## src/rtl/alu_pkg.sv

```systemverilog
// Shared definitions for the sequential ALU:
// operation encodings and FSM state encoding.
package alu_pkg;

    localparam logic [2:0] OP_ADD = 3'b000;
    localparam logic [2:0] OP_NOT = 3'b001;
    localparam logic [2:0] OP_AND = 3'b010;
    localparam logic [2:0] OP_OR  = 3'b011;
    localparam logic [2:0] OP_ASR = 3'b100;
    localparam logic [2:0] OP_SHL = 3'b101;
    localparam logic [2:0] OP_BEQ = 3'b110;
    localparam logic [2:0] OP_BNE = 3'b111;

    typedef enum logic [1:0] {
        ST_IDLE  = 2'd0,
        ST_SHIFT = 2'd1,
        ST_DONE  = 2'd2
    } state_t;

endpackage

```

## src/rtl/alu_comb_core.sv

```systemverilog
// Combinational ALU core: single-cycle ops plus
// the one-bit shift step used by the sequencer.
module alu_comb_core
    import alu_pkg::*;
#(
    parameter int WIDTH = 8
) (
    input  logic [WIDTH-1:0] i_a,
    input  logic [WIDTH-1:0] i_b,
    input  logic [2:0]       i_sel,
    input  logic [WIDTH-1:0] i_sh_in,
    input  logic             i_sh_left,
    output logic [WIDTH-1:0] o_f,
    output logic             o_ovf,
    output logic             o_br,
    output logic [WIDTH-1:0] o_sh_out,
    output logic             o_sh_ovf
);

    logic [WIDTH-1:0] w_sum;
    logic [WIDTH-1:0] w_diff;

    assign w_sum  = i_a + i_b;
    assign w_diff = i_a - i_b;

    always_comb begin
        o_f   = i_a;
        o_ovf = 1'b0;
        o_br  = 1'b0;
        unique case (i_sel)
            OP_ADD: begin
                o_f   = w_sum;
                o_ovf = (i_a[WIDTH-1] == i_b[WIDTH-1])
                     && (w_sum[WIDTH-1] != i_a[WIDTH-1]);
            end
            OP_NOT: o_f = ~i_b;
            OP_AND: o_f = i_a & i_b;
            OP_OR:  o_f = i_a | i_b;
            // zero-amount shifts pass a straight through
            OP_ASR: o_f = i_a;
            OP_SHL: o_f = i_a;
            OP_BEQ: begin
                o_f  = w_diff;
                o_br = (i_a == i_b);
            end
            OP_BNE: begin
                o_f  = w_diff;
                o_br = (i_a != i_b);
            end
            default: o_f = i_a;
        endcase
    end

    assign o_sh_out = i_sh_left
                    ? {i_sh_in[WIDTH-2:0], 1'b0}
                    : {i_sh_in[WIDTH-1], i_sh_in[WIDTH-1:1]};
    assign o_sh_ovf = i_sh_left
                    & (i_sh_in[WIDTH-1] ^ i_sh_in[WIDTH-2]);

endmodule

```

## src/rtl/alu_seq.sv

```systemverilog
// Registered, handshaked ALU with multi-cycle shifts;
// one operation in flight, result held until taken.
module alu_seq
    import alu_pkg::*;
#(
    parameter int WIDTH = 8,
    parameter int SHW   = $clog2(WIDTH)
) (
    input  logic             clk,
    input  logic             rst_n,
    input  logic             in_valid,
    output logic             in_ready,
    input  logic [WIDTH-1:0] a,
    input  logic [WIDTH-1:0] b,
    input  logic [2:0]       sel,
    output logic             out_valid,
    input  logic             out_ready,
    output logic [WIDTH-1:0] f,
    output logic             ovf,
    output logic             take_branch,
    output logic             zero
);

    state_t           r_state;
    state_t           w_next;
    logic             r_go;
    logic [WIDTH-1:0] r_a;
    logic [WIDTH-1:0] r_b;
    logic [2:0]       r_sel;
    logic [SHW-1:0]   r_cnt;
    logic [WIDTH-1:0] r_sh;
    logic             r_sh_ovf;
    logic [WIDTH-1:0] r_f;
    logic             r_ovf;
    logic             r_br;
    logic             r_zero;

    logic             w_acc;
    logic             w_is_sh;
    logic             w_left;
    logic [SHW-1:0]   w_k;
    logic             w_enter_done;
    logic [WIDTH-1:0] w_alu_f;
    logic             w_alu_ovf;
    logic             w_alu_br;
    logic [WIDTH-1:0] w_sh_out;
    logic             w_sh_ovf;

    assign w_acc   = in_valid && in_ready;
    assign w_left  = (r_sel == OP_SHL);
    assign w_is_sh = (r_sel == OP_ASR) || w_left;
    assign w_k     = r_b[SHW-1:0];

    alu_comb_core #(
        .WIDTH(WIDTH)
    ) u_core (
        .i_a      (r_a),
        .i_b      (r_b),
        .i_sel    (r_sel),
        .i_sh_in  (r_sh),
        .i_sh_left(w_left),
        .o_f      (w_alu_f),
        .o_ovf    (w_alu_ovf),
        .o_br     (w_alu_br),
        .o_sh_out (w_sh_out),
        .o_sh_ovf (w_sh_ovf)
    );

    always_ff @(posedge clk or negedge rst_n) begin
        if (!rst_n) r_state <= ST_IDLE;
        else        r_state <= w_next;
    end

    // r_go marks the cycle after accept, while operands sit in r_a/r_b
    always_comb begin
        w_next = r_state;
        unique case (r_state)
            ST_IDLE: begin
                if (r_go)
                    w_next = (w_is_sh && (w_k != '0)) ? ST_SHIFT : ST_DONE;
            end
            ST_SHIFT: begin
                if (r_cnt == SHW'(1)) w_next = ST_DONE;
            end
            ST_DONE: begin
                if (out_ready) w_next = ST_IDLE;
            end
            default: w_next = ST_IDLE;
        endcase
    end

    always_comb begin
        in_ready  = (r_state == ST_IDLE) && !r_go;
        out_valid = (r_state == ST_DONE);
    end

    assign w_enter_done = (w_next == ST_DONE) && (r_state != ST_DONE);

    always_ff @(posedge clk or negedge rst_n) begin
        if (!rst_n) begin
            r_go     <= 1'b0;
            r_a      <= '0;
            r_b      <= '0;
            r_sel    <= OP_ADD;
            r_cnt    <= '0;
            r_sh     <= '0;
            r_sh_ovf <= 1'b0;
            r_f      <= '0;
            r_ovf    <= 1'b0;
            r_br     <= 1'b0;
            r_zero   <= 1'b0;
        end else begin
            r_go <= w_acc;
            if (w_acc) begin
                r_a   <= a;
                r_b   <= b;
                r_sel <= sel;
            end
            if ((r_state == ST_IDLE) && r_go) begin
                r_sh     <= r_a;
                r_cnt    <= w_k;
                r_sh_ovf <= 1'b0;
            end
            if (r_state == ST_SHIFT) begin
                r_sh     <= w_sh_out;
                r_cnt    <= r_cnt - 1'b1;
                r_sh_ovf <= r_sh_ovf | w_sh_ovf;
            end
            if (w_enter_done) begin
                if (r_state == ST_SHIFT) begin
                    r_f    <= w_sh_out;
                    r_ovf  <= w_left & (r_sh_ovf | w_sh_ovf);
                    r_br   <= 1'b0;
                    r_zero <= (w_sh_out == '0);
                end else begin
                    r_f    <= w_alu_f;
                    r_ovf  <= w_alu_ovf;
                    r_br   <= w_alu_br;
                    r_zero <= (w_alu_f == '0);
                end
            end
        end
    end

    assign f           = r_f;
    assign ovf         = r_ovf;
    assign take_branch = r_br;
    assign zero        = r_zero;

endmodule

```

## config.mk

```make
export PLATFORM = sky130hd
export DESIGN_NAME = alu_seq
export DESIGN_NICKNAME = d
export VERILOG_FILES = /design/src/rtl/alu_pkg.sv /design/src/rtl/alu_comb_core.sv /design/src/rtl/alu_seq.sv
export SDC_FILE = /design/constraint.sdc
export NUM_CORES = 1
export LEC_CHECK = 0
export ABC_AREA = 1
export CORE_UTILIZATION = 35
export DETAILED_ROUTE_END_ITERATION = 16
export GPL_TIMING_DRIVEN = 0
export SYNTH_ARGS = -nofsm -noshare
export SYNTH_HDL_FRONTEND = slang
export SYNTH_HIERARCHICAL = 1
export SYNTH_SLANG_ARGS = --single-unit
export TNS_END_PERCENT = 1
```

## constraint.sdc

```tcl
create_clock -name clk -period 2.29 [get_ports clk]
set_input_delay 0.458 -clock clk [delete_from_list [all_inputs] [get_ports clk]]
set_output_delay 0.458 -clock clk [all_outputs]
set_load 0.005 [all_outputs]
```

==> results.yml, run 1 <==
status:
  outcome: "complete, no violations"
grt:
  grt.busiest_layer: "met2"
  gr-usage-all-layers_pct: 18.7
  met3_usage_pct: 3.02
  grt_pass1_vias: 2911
  overflow: 0
  grt_pass1_wl_mm: 14.4
  grt_start_max_net_pins: 30
  grt_util_met2_pct: 31.6
  met1_usage_pct: 24.5
  antenna_found_initial: 0
critical_path:
  cp.arrival_ps: 2520
  path_class: "reg -> reg"
  crit_top_cell: "nand2_1"
  r2r_end: "zero$_DFFE_PN0P_"
  crit_path_end_kind: "register"
  startpoint: "r_b[0]$_DFFE_PN0P_"
  cp.required_ps: 2540
  slowest_stage: "dfrtp_2"
  start_kind: "register"
  worstRegToRegCells: 16
  cpPeakStageDelay_ps: 450
  cp_num_buf_inv: 2
  path_delay_family: "simple AND/OR/NAND/NOR gates"
  worstPathCellList: "ha_4 > inv_1 > fa_2 > inv_1 > nand4_1 > nand4_1 > nand2_1 > nand2_1 > nand3_2 > nor2_2 > nand2_1 > nor2_1 > nand2_1 > nand2_1 > nand3_1 > nand2_1"
  r2r_slack_ps: 20
  reg2reg_from: "r_b[0]$_DFFE_PN0P_"
  critical_path_cell_count: 16
  worstPathMaxFanout: 4
logic_synthesis:
  ys_warn_count: 6
  synth_top_area_share_pct: 33.8
  ys_types: 34
  yosysTopAreaCell: "dfrtp_1"
  yosysSeqAreaShare_pct: 33.8
  synth_area_um2: 3330
  synth_ff_type: "dfrtp_1"
  synthesis.nets: 537
  yosysMostFrequentCell: "nand2_1"
  synth-seq-cells: 45
  synthCells: 487
  synth.avg_cell_area_um2: 6.83
  synth_edf_count: 0
  synth_area_leaders: "dfrtp_1 34%, nand2_1 20%, ha_1 9.4%"
  async_reset_ff_share_pct: 100
  synth_common_cells: "177 x nand2_1, 59 x inv_1, 46 x nand3_1"
pwr:
  total_leakage_power_nw: 2.13
  peakVddDrop_uv: 575
  powerDensity_nw_per_um2: 1580
detailed_routing:
  wl_per_cell_um: 13.4
  drt_iter0_markers: 162
  vias: 3289
  route.antenna.remaining_nets: 0
  drc_errors: 0
  drt-pass1-iter-count: 5
  routed_via_density: 4.85
  wirelength_mm: 9.09
clock_tree:
  cts_tree: "yes"
  path_clk_slew_ps: 90
  h-tree-depth: 2
  cts_buffer_depth: 2
  cts_buffers: 5
  numClockSinks: 45
  clk_latency_ps: 310
  root_buffer: "clkbuf_8"
  holdBufCountCts: 0
placed_design:
  place_hpwl_mm: 6.92
  placed_cells_incl_taps: 652
  gp_congestion: 0.934
  pre_cts_slack_ps: -153
  io_buffer_count: 35
run:
  maxCapViolations: 0
timing:
  maxSlewHeadroom_pct: 70.3
  finalCriticalPeriod_ps: 2270
  report.final.slew_viol_count: 0
  worst_slew_pin_slew_ps: 445
  clock_skew_ps: 12.3
  clock.fmax_mhz: 440
  layout_setup_ws_ps: 18.7
  post-route-period-util_pct: 99.2
  setup_viol: 0
  hold_viol_final: 0
  rsz0062_at_grt: "true"
layout:
  area_growth_pct: 27.4
  n_antenna_cell: 0
  nNetsFinal: 599
  drive_gt1_share_pct: 17.9
  layout.cells.non_filler: 678
floorplan:
  die_y_um: 99.5
  initial_utilization_pct: 36.0
  die_w_um: 99.5
  ios: 36
  coreArea_um2: 9240
  die_area_um2: 9900
  rows: 35
worst_hold_path:
  hold_class: "in -> async"
==> worst register-to-register path, stage by stage, from the launching register on <==
cell and delay [ps]:
dfrtp_2 450, ha_4 160, inv_1 50, fa_2 350, inv_1 90, nand4_1 170
nand4_1 130, nand2_1 60, nand2_1 70, nand3_2 100, nor2_2 130, nand2_1 80
nor2_1 100, nand2_1 60, nand2_1 70, nand3_1 60, nand2_1 80
==> registers in the layout, summed over array words and instances (netlist names), 2 cells and up <==
signal,count
r_sh,8
r_cnt,3
f,8
r_state,2
r_a,8
r_sel,3
r_b,8
==> kinds of logic after synthesis <==
family,after synthesis,synth area share (%)
simple gates,282,35.9
compound gates,52,9.06
flops,45,33.8
buf+inv,77,9.55
xor+xnor,4,1.05
fa+ha+maj,27,10.6
==> worst max path at each step <==
stage,endpoint,slack (ps)
5_1_grt,zero$_DFFE_PN0P_,-150
2_1_floorplan,zero$_DFFE_PN0P_,210
4_1_cts,zero$_DFFE_PN0P_,4
3_3_place_gp,r_a[2]$_DFFE_PN0P_,-590
6_report,zero$_DFFE_PN0P_,20
3_5_place_dp,zero$_DFFE_PN0P_,-150
==> through the flow <==
step | cell area [µm²] | TNS, ps | hold slack, ps | power (mW) | util (%)
floorplan | 3330 | 0 | 162 | 4.32 | -
global placement | 3840 | -26690 | 454 | 5.41 | 41.5
detailed placement | 3850 | -153 | 432 | 5.47 | 41.7
CTS | 4010 | 0 | 94.2 | 6.14 | 43.4
global route | 4240 | -266 | 104 | 7.37 | 45.9
finish | 4240 | 0 | 75.3 | 6.69 | 45.9
==> timing repair <==
item | in CTS | in global routing
setup buffers | 5 | 14
endpoints found under the setup margin | 1 | 9
resized for setup | 13 | 34
pin swaps | 2 | 24
cloned | 0 | 0
==> cell usage in the layout, fill, tap and decap left out, types with 2 or more instances in the layout <==
master	netlist	routed
a21oi_1	10	10
clkbuf_8	0	6
o211ai_1	2	2
clkdlybuf4s50_1	0	34
xor2_1	3	3
buf_2	3	4
inv_2	7	9
dfrtp_2	0	10
fa_2	0	2
nand2_2	4	6
nor2_2	3	8
nand3_1	46	37
nand3_2	1	10
nand2_1	177	175
nor2_1	39	34
o21ai_0	22	20
inv_4	1	3
o22ai_1	8	8
buf_4	4	23
clkbuf_1	2	2
nand4_1	6	6
ha_4	0	5
o221ai_1	2	2
dfrtp_1	45	35
inv_1	59	55
a21oi_2	2	2
o21ai_1	4	6
ha_1	25	19
==> cell type report <==
class | instances | area, µm²
fillers | 995 | 5000
multi-input cells | 365 | 2020
plain buffers | 10 | 63.8
inverters | 67 | 259
clock buffers | 6 | 82.6
flip-flops and latches | 45 | 1140
well taps | 129 | 161
clock inverters | 1 | 7.51
repair buffers | 55 | 508
==> routing by layer <==
metal  up-vias  share of wire [%]
li1       1660                  -
met1      1507                 46
met2       104                 47
met3        18                4.3
met4         0                2.1
met5         -                  0
==> where the power goes <==
group,switching [mW],internal (mW)
Sequential,0.412,1.17
Clock,0.286,0.239
Combinational,2.70,1.89
No activity file was read; power rests on OpenSTA's default activity.
==> run 2: changes to the inputs <==
--- a/config.mk
+++ b/config.mk
@@ -9,6 +9,8 @@
 export CORE_UTILIZATION = 35
 export DETAILED_ROUTE_END_ITERATION = 16
 export GPL_TIMING_DRIVEN = 0
+export PLACE_DENSITY = 0.52
+export REMOVE_ABC_BUFFERS = 1
 export SYNTH_ARGS = -nofsm -noshare
 export SYNTH_HDL_FRONTEND = slang
 export SYNTH_HIERARCHICAL = 1
==> run 2 against run 1 <==
Die area did not move. Sequential power about the same. Non-clock buffer count down 7. Worst setup slack better by 76 ps. Wire length decreased by 3.5%. Via count shrank 3.8%. Clock skew decreased by 4.9 ps. Highest routed layer unchanged. Worst hold slack gained 13 ps. Clock power down 1%. First-iteration DRC count down 10%. Register-to-register slack improved by 80 ps. Flip-flop and latch count is the same.
==> results.yml, run 2 (synthesized netlist as in run 1, its figures left out) <==
clock_tree:
  root_buffer: "clkbuf_8"
  cts_tree: "yes"
  cts_buffers: 5
  h-tree-depth: 2
  holdBufCountCts: 0
  clk_latency_ps: 300
  numClockSinks: 45
  path_clk_slew_ps: 100
  cts_buffer_depth: 2
detailed_routing:
  drc_errors: 0
  drt-pass1-iter-count: 4
  vias: 3163
  route.antenna.remaining_nets: 0
  wirelength_mm: 8.77
  routed_via_density: 4.71
  wl_per_cell_um: 13.1
  drt_iter0_markers: 145
layout:
  nFillCells: 988
  layout.cells.non_filler: 672
  nNetsFinal: 592
  final_common_cell: "nand2_1"
  n_antenna_cell: 0
  layout_common_cells: "177 x nand2_1, 54 x inv_1, 36 x nand3_1, 36 x dfrtp_1, 35 x nor2_1"
  area_growth_pct: 26.4
  drive_gt1_share_pct: 17.1
floorplan:
  rows: 35
  coreArea_um2: 9240
  initial_utilization_pct: 36.0
  ios: 36
  die_area_um2: 9900
  die_y_um: 99.5
  die_w_um: 99.5
pwr:
  peakVddDrop_uv: 875
  total_leakage_power_nw: 2.10
  powerDensity_nw_per_um2: 1560
timing:
  tns_ps: 0
  clock.fmax_mhz: 456
  finalCriticalPeriod_ps: 2200
  maxSlewHeadroom_pct: 51.6
  post-route-period-util_pct: 95.9
  hold_slack_ps: 88.2
  layout_setup_ws_ps: 94.8
  report.final.slew_viol_count: 0
  setup_viol: 0
  worst_slew_pin_slew_ps: 724
  clock_skew_ps: 7.34
  hold_viol_final: 0
  rsz0062_at_grt: "true"
placed_design:
  io_buffer_count: 35
  gp_congestion: 0.887
  pre_cts_slack_ps: -124
  placed_cells_incl_taps: 642
  place_hpwl_mm: 6.58
critical_path:
  cp.arrival_ps: 2440
  start_kind: "register"
  cp.required_ps: 2530
  slowest_stage: "dfrtp_2"
  cp_num_buf_inv: 3
  path_delay_family: "simple AND/OR/NAND/NOR gates"
  worstPathMaxFanout: 3
  path_class: "reg -> reg"
  crit_path_end_kind: "register"
  cpPeakStageDelay_ps: 450
  crit_top_cell: "nand2_1"
  worstPathCellList: "inv_2 > ha_4 > inv_2 > fa_2 > or2_4 > nand3_2 > o21ai_1 > nor2_1 > o211ai_1 > inv_1 > nand2_1 > nor2_1 > nand2_1 > nand2_1 > nand3_2 > nand2_1"
grt:
  overflow: 0
  grt_start_max_net_pins: 30
  grt_pass1_vias: 2969
  antenna_found_initial: 0
  grt_pass1_wl_mm: 14.6
  gr-usage-all-layers_pct: 19.0
worst_hold_path:
  hold_class: "in -> async"
run:
  maxCapViolations: 0
status:
  outcome: "complete, no violations"
==> run 2: changes by cell type in the layout (fill, tap and decap cells not counted), sizes merged <==
cell      before  now
clkinvlp       1    0
clkbuf         8    5
buf           29   24
clkinv         0    3
==> run 2: worst reg2reg max path: stages (launching register included) <==
cell	delay, ps
dfrtp_2	450
inv_2	80
ha_4	120
inv_2	40
fa_2	360
or2_4	240
nand3_2	50
o21ai_1	70
nor2_1	110
o211ai_1	110
inv_1	90
nand2_1	50
nor2_1	90
nand2_1	70
nand2_1	80
nand3_2	50
nand2_1	60
==> run 2: layer usage <==
| metal | vias to the layer above | GRT usage (%) | wire, µm | part of all wire [%] |
|---|---|---|---|---|
| met4 | 0 | 5.09 | 95 | 1.1 |
| met3 | 6 | 2.39 | 385 | 4.4 |
| met5 | - | 0 | 0 | 0 |
| met1 | 1441 | 25.7 | 4160 | 47 |
| met2 | 68 | 32.1 | 4130 | 47 |
| li1 | 1648 | - | - | - |
==> run 2: report_power, final <==
group	total [mW]	internal, mW	switching (mW)
combinational	4.49	1.84	2.65
clock	0.519	0.217	0.301
sequential	1.55	1.17	0.380
==> run 2: area by class of cell <==
class	instances	area (µm²)	area share, %
timing repair buffer	58	531	12.6
multi-input combinational	365	2030	48.2
sequential	45	1140	27.0
inverter	67	256	6.10
clock inverter	3	22.5	0.536
clock buffer	5	68.8	1.64
tap	129	161	3.84
==> run 2: timing repair <==
action                     4_1_cts  5_1_grt
setup endpoints to repair        2        9
buffers inserted                 7       15
pin swaps                       10       17
gates resized for setup         17       32
==> run 2: final timing paths <==
kind                               startpoint                   to  slack [ps]  cells past startpoint
min in group clk             f[2]$_DFFE_PN0P_     f[2]$_DFFE_PN0P_         470                      2
max in group asynchronous               rst_n   r_b[0]$_DFFE_PN0P_        1680                      2
hold reg to reg              f[2]$_DFFE_PN0P_     f[2]$_DFFE_PN0P_         470                      2
setup / recovery           r_a[0]$_DFFE_PN0P_     zero$_DFFE_PN0P_          90                     16
hold / removal                          rst_n  r_sh[3]$_DFFE_PN0P_          90                      1
setup reg to reg           r_a[0]$_DFFE_PN0P_     zero$_DFFE_PN0P_          90                     16
==> run 2: stage by stage <==
step / cell area (µm²) / util [%] / total power, mW
detailed placement: 3790 / 41.0 / 5.36
global route: 4210 / 45.5 / 7.30
global placement: 3770 / 40.9 / 5.33
finish: 4210 / 45.5 / 6.55
CTS: 3970 / 43.0 / 6.10
floorplan: 3260 / - / 4.22
